**config.mk**
```make
export PLATFORM = sky130hd
export DESIGN_NAME = serial_subtractor
export DESIGN_NICKNAME = d
export VERILOG_FILES = /design/src/rtl/serial_subtractor.sv
export SDC_FILE = /design/constraint.sdc
export NUM_CORES = 1
export LEC_CHECK = 0
export BUFFER_PORTS_ARGS = -buffer_cell sky130_fd_sc_hd__buf_2
export CORE_MARGIN = 2
export CORE_UTILIZATION = 53
export DETAILED_ROUTE_END_ITERATION = 6
export PLACE_DENSITY = 0.77
export RECOVER_POWER = 25
export SKIP_LAST_GASP = 1
export SLEW_MARGIN = 40
export SYNTH_ARGS = -nofsm -noshare
export SYNTH_HDL_FRONTEND = slang
export SYNTH_SLANG_ARGS = --single-unit
```
**constraint.sdc**
```tcl
create_clock -name clk -period 2.2 [get_ports clk]
set_clock_uncertainty 0.15 [all_clocks]
set_input_delay 0.44 -clock clk [delete_from_list [all_inputs] [get_ports clk]]
set_output_delay 0.44 -clock clk [all_outputs]
set_load 0.05 [all_outputs]
```
**src/rtl/serial_subtractor.sv**
```systemverilog
// serial_subtractor: bit-serial a - b, LSB first, one bit per clock.
// A three-state controller (IDLE -> RUN -> DONE) latches the operands,
// ripples a single borrow flop through WIDTH cycles, then publishes the
// difference together with borrow, signed-overflow and zero flags.
module serial_subtractor #(
    parameter int WIDTH = 8
) (
    input  logic             clk,
    input  logic             rst,
    input  logic             start,
    input  logic [WIDTH-1:0] a,
    input  logic [WIDTH-1:0] b,
    output logic             busy,
    output logic             done,
    output logic [WIDTH-1:0] diff,
    output logic             borrow_out,
    output logic             overflow,
    output logic             zero
);

    localparam int CNT_W = (WIDTH > 2) ? $clog2(WIDTH) : 1;
    localparam logic [CNT_W-1:0] LAST_BIT = CNT_W'(WIDTH - 1);

    typedef enum logic [1:0] {
        S_IDLE = 2'd0,
        S_RUN  = 2'd1,
        S_DONE = 2'd2
    } state_t;

    state_t           state_q;
    logic [WIDTH-1:0] a_sr_q;
    logic [WIDTH-1:0] b_sr_q;
    logic [WIDTH-1:0] work_q;
    logic [CNT_W-1:0] cnt_q;
    logic             br_q;
    logic [WIDTH-1:0] diff_q;
    logic             borrow_q;
    logic             ovf_q;
    logic             zero_q;
    logic             done_q;

    logic             a_bit;
    logic             b_bit;
    logic             d_bit;
    logic             br_d;
    logic [WIDTH-1:0] work_d;
    logic             ovf_d;
    logic             zero_d;

    // One full-subtractor slice plus the flags as they would be if this were the last bit.
    // On the last RUN cycle a_bit/b_bit are the operand sign bits and d_bit is the result sign.
    always_comb begin
        a_bit  = a_sr_q[0];
        b_bit  = b_sr_q[0];
        d_bit  = a_bit ^ b_bit ^ br_q;
        br_d   = (~a_bit & b_bit) | (~(a_bit ^ b_bit) & br_q);
        work_d = {d_bit, work_q[WIDTH-1:1]};
        ovf_d  = (a_bit != b_bit) & (d_bit != a_bit);
        zero_d = (work_d == '0);
    end

    // Controller, datapath shift registers and registered result outputs.
    always_ff @(posedge clk) begin
        if (rst) begin
            state_q  <= S_IDLE;
            a_sr_q   <= '0;
            b_sr_q   <= '0;
            work_q   <= '0;
            cnt_q    <= '0;
            br_q     <= 1'b0;
            diff_q   <= '0;
            borrow_q <= 1'b0;
            ovf_q    <= 1'b0;
            zero_q   <= 1'b1;
            done_q   <= 1'b0;
        end else begin
            case (state_q)
                S_IDLE: begin
                    done_q <= 1'b0;
                    if (start) begin
                        a_sr_q  <= a;
                        b_sr_q  <= b;
                        work_q  <= '0;
                        cnt_q   <= '0;
                        br_q    <= 1'b0;
                        state_q <= S_RUN;
                    end
                end
                S_RUN: begin
                    a_sr_q <= a_sr_q >> 1;
                    b_sr_q <= b_sr_q >> 1;
                    work_q <= work_d;
                    br_q   <= br_d;
                    if (cnt_q == LAST_BIT) begin
                        // Last bit: results become visible together with the done pulse.
                        cnt_q    <= '0;
                        diff_q   <= work_d;
                        borrow_q <= br_d;
                        ovf_q    <= ovf_d;
                        zero_q   <= zero_d;
                        done_q   <= 1'b1;
                        state_q  <= S_DONE;
                    end else begin
                        cnt_q <= cnt_q + CNT_W'(1);
                    end
                end
                S_DONE: begin
                    done_q  <= 1'b0;
                    state_q <= S_IDLE;
                end
                default: begin
                    done_q  <= 1'b0;
                    state_q <= S_IDLE;
                end
            endcase
        end
    end

    assign busy       = (state_q != S_IDLE);
    assign done       = done_q;
    assign diff       = diff_q;
    assign borrow_out = borrow_q;
    assign overflow   = ovf_q;
    assign zero       = zero_q;

endmodule

```
==> run_results.csv, run 1 <==
group,metric,value,unit
clock_tree,ctsHoldBuffers,0,
finish,drive_above_1_share,17.1,%
timing,setup_viol,0,
synthesis,synth_area,1650,sq um
floorplan,core,3000,sq um
clock_tree,clk_latency,0.36,ns
timing,fmax,524,MHz
pwr,power_frac_comb,8.8,%
clock_tree,cts_setup_buffers,0,
timing,finalCriticalPeriod,1.91,ns
route,drcViolationCount,0,
clock_tree,htree_levels,2,
synthesis,synth_cell_types,28,
pwr,internal-power,1.09,mW
timing,setup_tns,0,ns
finish,fillCellCount,281,
worst_setup_path,end_kind,"output port",
route,wl,3290,um
worst_setup_path,cp-startpoint,"state_q[0]",
pwr,seqPwrFrac,54.9,%
route,drt-vias-per-instance,5.60,
worst_setup_path,path_class,"reg -> out",
synthesis,syn_area_per_cell,9.10,sq um
timing,fin_crit_sh,86.7,%
floorplan,pin_count,32,
placed_design,gp_congestion,0.746,
grt,grt.overflow.total,0,
worst_setup_path,r2r_cells,5,
timing,slew_violations,0,
synthesis,ys_seq_area_share,49.8,%
clock_tree,clock_sinks,41,
synthesis,synthCells,181,
timing,worstMarginPinSlew,0.692,ns
placed_design,post-dp-hpwl,2220,um
placed_design,place_inst,235,
route,drt_first_pass_iters,4,
grt,grt_pass1_wl,5400,um
synthesis,ys_seq_elements,41,
timing,rsz0062_at_grt,"false",
placed_design,preCtsSetupSlack,0.392,ns
grt,grt_max_degree,26,
worst_setup_path,worst_setup_path_start_kind,"flip-flop",
finish,finalNonFillerCells,243,
timing,slew_headroom,53.7,%
worst_setup_path,r2r_start,"a_sr_q[0]",
outcome,status,"completed",
finish,syn_to_final_growth,13.6,%
route,vias,1360,
pwr,power_density,764,nW/um^2
pwr,switchingPower,0.339,mW
finish,antenna_cells,0,
finish,nets,232,
clock_tree,clk_pin_slew,0.12,ns
pwr,sw_frac_of_total,23.7,%
synthesis,syn-num-nets,204,
worst_setup_path,cp_max_fo,11,
placed_design,post_dp_cell_area,1800,sq um
pwr,power.leakage,0.769,nW
clock_tree,cts_resized,0,
clock_tree,clk_path_buf_depth,2,
floorplan,std_cell_rows,20,
floorplan,die_area,3570,sq um
worst_setup_path,r2r_end,"overflow",
grt,grtUsageTotal,20.4,%
timing,worst_slack,0.293,ns
pwr,vdd_ir_drop_max,449,uV
grt,antenna_found_initial,0,
route,drt_iter0_markers,53,
worst_setup_path,cp.required,1.61,ns
grt,grt_pass1_vias,1221,
pwr,clockPowerShare,36.4,%
clock_tree,numCtsBuffers,5,
flow_run,cap_viol_max_count,0,
route,postRouteAntennaNets,0,
worst_setup_path,worstPathArrival,1.32,ns
floorplan,dieHeight,59.8,um
finish,final_area,1870,sq um
floorplan,initial_core_util,54.9,%
hold_path,min_path_type,"in -> reg",
timing,hold_ws,0.197,ns
hold_path,holdPathStages,3,
synthesis,yosysWarnings,0,
floorplan,dieWidth,59.8,um
placed_design,portBuffers,31,
clock_tree,cts-root-buf,"clkbuf_4",
timing,hold_viol,0,
worst_setup_path,critical_path.endpoint,"busy",
clock_tree,cts_tree,"yes",
worst_setup_path,reg2reg_slack,0.36,ns
route,wire_per_inst,13.5,um
layout make-up:
cell class | instances | area, sq um | area share, %
repair buffers | 35 | 173 | 9.22
flip-flops and latches | 41 | 821 | 43.9
clock buffers | 6 | 51.3 | 2.74
inverters | 3 | 11.3 | 0.602
well taps | 33 | 41.3 | 2.21
multi-input cells | 123 | 737 | 39.4
clock inverters | 2 | 37.5 | 2.01
kinds of logic after synthesis:
group	Yosys count	share of synthesized area (%)
xor+xnor	1	0.532
buf+inv	17	5.47
fa+ha+maj	4	3.49
flops	41	49.8
simple gates	60	16.6
compound gates	58	24.1
synthesized netlist by cell type, drive strengths merged:
cell type   n  area [sq um]
a211oi      1          7.51
nor2        4          15.0
a21oi      14          70.1
nand4bb     2          22.5
ha          3          37.5
dfxtp      41           821
o21a        1          7.51
nor3        2          10.0
nor4        1          6.26
xor2        1          8.76
nor4b       1          8.76
nand2b      1          6.26
and3b       1          8.76
nor2b       1          6.26
o21ba       1          10.0
nand3       1          5.00
o21ai      15          75.1
nand3b      1          7.51
clkbuf      3          11.3
buf        11          67.6
or2         1          6.26
nand2      42           158
a22o       26           228
or3         2          12.5
inv         3          11.3
fa          1          20.0
placed cells by master, fill, tap and decap left out, types with 4 or more instances in the layout:
cell       n
clkbuf_4   5
dfxtp_1   41
a21oi_1   14
o21ai_0   12
clkbuf_1   8
nor2_1     4
buf_2     23
nand2_1   42
a22o_1    26
stage by stage:
stage / utilization, % / total power, mW
final: 62.3 / 1.43
after global routing: 62.3 / 1.48
after CTS: 62.7 / 1.44
after detailed placement: 59.8 / 0.928
after global placement: 59.8 / 0.922
after floorplan: - / 0.893
flip-flops by register name, summed over array words and instances, names as in the netlist:
register and count:
borrow_out 1, zero 1, work_q 7, b_sr_q 8, state_q 2, br_q 1
a_sr_q 8, diff 8, done 1, cnt_q 3, overflow 1
worst max-delay path, cell delays in order (launching register included):
cell and delay, ns:
dfxtp_1 0.42, or2_2 0.32, buf_2 0.21
worst min path at each step:
stage,startpoint,end
CTS,a[7],a_sr_q[7]
detailed placement,diff[2],diff[2]
global route,b[7],b_sr_q[7]
finish,b[7],b_sr_q[7]
global placement,diff[5],diff[5]
floorplan,b_sr_q[6],b_sr_q[6]
power groups by stage:
| stage | registers (mW) | clock network [mW] | logic [mW] |
|---|---|---|---|
| 6_report | 0.785 | 0.520 | 0.125 |
| 4_1_cts | 0.785 | 0.530 | 0.127 |
| 3_5_place_dp | 0.802 | 0 | 0.126 |
| 3_3_place_gp | 0.800 | 0 | 0.122 |
| 2_1_floorplan | 0.796 | 0 | 0.0979 |
| 5_1_grt | 0.789 | 0.553 | 0.143 |
layer usage:
metal	vias up	track usage, %	wire length [um]	part of all wire, %
met1	643	26.8	1560	47
met5	-	0	0	0
met3	7	3.90	102	3.1
met4	0	11.4	74	2.2
met2	20	31.2	1560	47
li1	690	-	-	-
No activity file was read; power rests on OpenSTA's default activity.
==> inputs of run 2 (changes only) <==
--- a/config.mk
+++ b/config.mk
@@ -5,10 +5,12 @@
 export SDC_FILE = /design/constraint.sdc
 export NUM_CORES = 1
 export LEC_CHECK = 0
+export ABC_CLOCK_PERIOD_IN_PS = 2200
 export BUFFER_PORTS_ARGS = -buffer_cell sky130_fd_sc_hd__buf_2
 export CORE_MARGIN = 2
 export CORE_UTILIZATION = 53
 export DETAILED_ROUTE_END_ITERATION = 6
+export GPL_TIMING_DRIVEN = 0
 export PLACE_DENSITY = 0.77
 export RECOVER_POWER = 25
 export SKIP_LAST_GASP = 1
==> run 2 against run 1 <==
Combinational power up 10%. Fmax down 8.0%. Clock-buffer cell count is 1 higher. Non-clock buffer count up 9. Largest power group unchanged. Total power down 9.0%. Setup slack got worse by 0.16 ns. Die area stayed put. Via count increased by 1.8%. Largest cell class unchanged.
==> run_results.csv, run 2 (synthesis gave the netlist of run 1 again) <==
group,metric,value,unit
worst_setup_path,critical_path.max_stage_delay,0.39,ns
finish,final_util,62.7,%
floorplan,core,3000,sq um
timing,fmax,483,MHz
route,postRouteAntennaNets,0,
timing,setup_viol,0,
worst_setup_path,crit_slowest_cell,"dfxtp_1",
placed_design,gp_congestion,0.825,
timing,hold_ws,0.211,ns
route,wl,3390,um
clock_tree,clk_pin_slew,0.12,ns
timing,worst_slack,0.128,ns
timing,fin_crit_sh,94.2,%
pwr,vdd_ir_drop_max,318,uV
grt,grt_pass1_vias,1300,
clock_tree,numCtsBuffers,5,
placed_design,preCtsSetupSlack,0.367,ns
hold_path,min_path_type,"in -> reg",
timing,finalCriticalPeriod,2.07,ns
floorplan,die_area,3570,sq um
pwr,power_density,690,nW/um^2
clock_tree,cts_setup_buffers,0,
clock_tree,ctsHoldBuffers,0,
finish,finalNonFillerCells,251,
worst_setup_path,worstPathArrival,1.48,ns
grt,antenna_found_initial,0,
placed_design,post-dp-hpwl,2430,um
clock_tree,htree_levels,2,
outcome,status,"completed",
clock_tree,cts_tree,"yes",
grt,grt.overflow.total,0,
finish,nets,241,
finish,fillCellCount,273,
clock_tree,clk_latency,0.35,ns
floorplan,std_cell_rows,20,
route,drt_first_pass_iters,4,
grt,grt_max_degree,12,
floorplan,initial_core_util,54.9,%
route,wire_per_inst,13.5,um
timing,rsz0062_at_grt,"false",
worst_setup_path,end_kind,"output port",
worst_setup_path,r2r_cells,5,
route,drcViolationCount,0,
worst_setup_path,cp_max_fo,10,
grt,grtUsageTotal,21.6,%
worst_setup_path,worst_setup_path_start_kind,"flip-flop",
finish,final_common_cell,"nand2_1",
flow_run,cap_viol_max_count,0,
floorplan,dieWidth,59.8,um
pwr,power.leakage,0.796,nW
finish,syn_to_final_growth,14.4,%
finish,antenna_cells,0,
placed_design,portBuffers,30,
grt,grt_pass1_wl,5810,um
route,drt_iter0_markers,68,
clock_tree,cts-root-buf,"clkbuf_4",
timing,slew_violations,0,
placed_design,place_inst,244,
clock_tree,cts_resized,1,
finish,layout_common_cells,"nand2_1, dfxtp_1, buf_2, a22o_1, a21oi_1",
timing,worstMarginPinSlew,0.594,ns
timing,setup_tns,0,ns
worst_setup_path,cp.required,1.61,ns
finish,drive_above_1_share,18.3,%
timing,slew_headroom,60.5,%
route,vias,1384,
hold_path,holdPathStages,3,
floorplan,dieHeight,59.8,um
worst_setup_path,path_class,"reg -> out",
clock_tree,clk_path_buf_depth,2,
clock_tree,clock_sinks,41,
worst_setup_path,path_cells,"clkbuf_2 -> or2_2 -> buf_2",
route,drt-vias-per-instance,5.51,
floorplan,pin_count,32,
timing,hold_viol,0,
-- run 2: cell types whose count changed in the layout (fill, tap and decap cells not counted), sizes merged --
cell and delta:
clkinvlp -1, bufinv -1, clkbuf +4, buf +6
-- run 2: routing by layer --
layer  vias up  GRT usage [%]  part of all wire (%)  routed length [um]
met3         7           5.84                   4.3                 144
met2        27           33.1                    45                1520
met5         -              0                     0                   0
li1        710              -                     -                   -
met1       640           29.0                    49                1670
met4         0           8.25                   1.5                  52
-- run 2: critical path: cells and delay by family (launching register included) --
kind | cells | cell delay (ns)
AND/OR/NAND/NOR | 1 | 0.32
flip-flops | 1 | 0.39
buffers and inverters | 2 | 0.42
-- run 2: where the power goes --
part | switching, mW | total [mW] | internal, mW
registers | 0.0170 | 0.784 | 0.767
logic | 0.0783 | 0.138 | 0.0595
clock network | 0.229 | 0.380 | 0.151
total | 0.324 | 1.30 | 0.977
-- run 2: final timing paths --
check | from | to | slack (ns)
max | state_q[0] | busy | 0.13
min | b[7] | b_sr_q[7] | 0.21
max reg2reg | a_sr_q[0] | overflow | 0.34
min reg2reg | diff[4] | diff[4] | 0.31
-- run 2: cell type report --
type | count | area [sq um] | area share (%)
Sequential cell | 41 | 821 | 43.6
Clock buffer | 7 | 55.1 | 2.92
Inverter | 3 | 11.3 | 0.598
Timing Repair Buffer | 30 | 144 | 7.64
Buffer | 14 | 75.1 | 3.98
Multi-Input combinational cell | 123 | 737 | 39.1
Tap cell | 33 | 41.3 | 2.19
-- run 2: stage by stage --
stage	power (mW)	area (sq um)
2_1_floorplan	0.893	1650
3_3_place_gp	0.932	1840
3_5_place_dp	0.938	1840
4_1_cts	1.31	1900
5_1_grt	1.36	1880
6_report	1.30	1880
==> inputs of run 3 (changes only) <==
--- a/config.mk
+++ b/config.mk
@@ -8,10 +8,11 @@
 export ABC_CLOCK_PERIOD_IN_PS = 2200
 export BUFFER_PORTS_ARGS = -buffer_cell sky130_fd_sc_hd__buf_2
 export CORE_MARGIN = 2
-export CORE_UTILIZATION = 53
+export CORE_UTILIZATION = 56
+export CTS_BUF_LIST = sky130_fd_sc_hd__clkbuf_8
 export DETAILED_ROUTE_END_ITERATION = 6
 export GPL_TIMING_DRIVEN = 0
-export PLACE_DENSITY = 0.77
+export PLACE_DENSITY = 0.81
 export RECOVER_POWER = 25
 export SKIP_LAST_GASP = 1
 export SLEW_MARGIN = 40
==> run 3 against run 2 <==
Clock-buffer cell count is 2 lower. Routed wire length fell by 1.6%. Non-clock buffer count unchanged. Die area decreased by 5.0%. Critical path type unchanged. Fmax is 3.4% higher. Register-to-register slack is essentially flat. Total power grew 5.8%. Critical endpoint unchanged. Clock power up 19%. Utilization increased by 5.9 points. Design area is 1.3% higher. Combinational power about the same. Largest power group unchanged.
==> run_results.csv, run 3 (synthesis gave the netlist of run 1 again) <==
group,metric,value,unit
timing,finalCriticalPeriod,2.00,ns
pwr,power.leakage,0.809,nW
clock_tree,numCtsBuffers,5,
route,wl,3330,um
finish,multi_input_area,737,sq um
worst_setup_path,worstPathArrival,1.41,ns
hold_path,min_path_type,"in -> reg",
placed_design,portBuffers,30,
placed_design,post_dp_cell_area,1840,sq um
grt,grtUsageTotal,21.9,%
timing,slew_headroom,60.4,%
route,postRouteAntennaNets,0,
pwr,power_frac_comb,10.1,%
worst_setup_path,path_class,"reg -> out",
pwr,seqPwrFrac,56.9,%
pwr,vdd_ir_drop_max,609,uV
finish,nets,241,
worst_setup_path,worst_setup_path_start_kind,"flip-flop",
pwr,internal-power,1.04,mW
floorplan,std_cell_rows,19,
floorplan,dieWidth,58.2,um
clock_tree,clock_sinks,41,
route,drt_first_pass_iters,4,
pwr,sw_frac_of_total,24.3,%
clock_tree,cts-root-buf,"clkbuf_8",
grt,grt_pass1_wl,5700,um
timing,hold_ws,0.287,ns
route,wire_per_inst,13.3,um
clock_tree,clk_pin_slew,0.07,ns
timing,worstMarginPinSlew,0.596,ns
timing,rsz0062_at_grt,"false",
floorplan,core,2780,sq um
finish,syn_to_final_growth,15.8,%
worst_setup_path,end_kind,"output port",
clock_tree,htree_levels,2,
worst_setup_path,path_cells,"clkbuf_2 -> or2_2 -> buf_2",
pwr,switchingPower,0.335,mW
timing,fmax,499,MHz
placed_design,post-dp-hpwl,2370,um
floorplan,initial_core_util,59.2,%
pwr,power_density,721,nW/um^2
worst_setup_path,path_buf_inv,2,
pwr,clockPowerShare,33.0,%
grt,grt_pass1_vias,1323,
finish,seqCellArea,821,sq um
clock_tree,clk_latency,0.29,ns
finish,final_common_cell,"nand2_1",
clock_tree,cts_tree,"yes",
floorplan,dieHeight,58.2,um
outcome,status,"completed",
flow_run,cap_viol_max_count,0,
route,drt_iter0_markers,51,
placed_design,gp_congestion,0.758,
clock_tree,clk_path_buf_depth,2,
worst_setup_path,cp.required,1.61,ns
route,drt-vias-per-instance,5.75,
timing,fin_crit_sh,91.1,%
timing,setup_viol,0,
worst_setup_path,cp_max_fo,10,
finish,layout_common_cells,"nand2_1, dfxtp_1, buf_2, a22o_1, a21oi_1",
timing,hold_viol,0,
worst_setup_path,critical_path.max_stage_delay,0.37,ns
floorplan,pin_count,32,
route,drcViolationCount,0,
finish,final_area,1910,sq um
timing,slew_violations,0,
finish,fillCellCount,226,
grt,antenna_found_initial,0,
route,vias,1438,
floorplan,die_area,3390,sq um
grt,grt.overflow.total,0,
finish,antenna_cells,0,
timing,setup_tns,0,ns
worst_setup_path,crit_slowest_cell,"dfxtp_1",
finish,drive_above_1_share,18.3,%
worst_setup_path,crit_family,"buffers and inverters",
grt,grt_max_degree,13,
## run 3: cell count changes in the layout (fill, tap and decap cells not counted), sizes merged
cell and change:
clkinv +2, inv +1, clkbuf -1, buf -1
## run 3: through the flow
| stage | power (mW) | std cells | setup WS (ns) | util, % |
|---|---|---|---|---|
| floorplan | 0.893 | 181 | 0.475 | - |
| CTS | 1.39 | 250 | 0.0292 | 69.0 |
| finish | 1.38 | 250 | 0.195 | 68.6 |
| detailed placement | 0.939 | 242 | 0.351 | 66.0 |
| global placement | 0.932 | 242 | 0.385 | 66.0 |
| global route | 1.45 | 250 | 0.112 | 68.6 |
## run 3: power groups by stage
| stage | combinational, mW | sequential, mW | clock [mW] |
|---|---|---|---|
| finish | 0.139 | 0.783 | 0.454 |
| global route | 0.155 | 0.786 | 0.506 |
| CTS | 0.141 | 0.783 | 0.463 |
| detailed placement | 0.139 | 0.800 | 0 |
| global placement | 0.133 | 0.799 | 0 |
| floorplan | 0.0979 | 0.796 | 0 |
## run 3: repair_timing
action / CTS / global route
hold buffers: 0 / 0
setup buffers: 0 / 0
endpoints found under the setup margin: 0 / 1
hold endpoints to repair: 0 / 0
resized for setup: 0 / 2
## run 3: tightest hold or removal path, delay by kind of cell
kind / cells / cell delay (ns)
buf+inv: 1 / 0.10
compound gates: 1 / 0.06
simple gates: 1 / 0.08
## run 3: routing by layer
layer	vias up	wire length, um	track usage, %
met5	-	0	0
met1	686	1510	28.8
met4	0	39	6.98
li1	704	-	-
met2	42	1590	34.6
met3	6	198	6.92
## run 3: final timing paths
kind	startpoint	endpoint	slack, ns	cells past startpoint
setup / recovery	state_q[0]	busy	0.20	3
hold / removal	a[7]	a_sr_q[7]	0.29	3
setup reg to reg	a_sr_q[0]	overflow	0.34	5
hold reg to reg	overflow	overflow	0.30	2
## run 3: area by class of cell
type                       instances  share of cell area (%)
buffer                            14                    4.00
tap                               31                    2.03
sequential                        41                    43.0
multi-input combinational        123                    38.6
timing repair buffer              30                    7.41
inverter                           3                   0.590
clock buffer                       5                    3.61
clock inverter                     3                   0.721
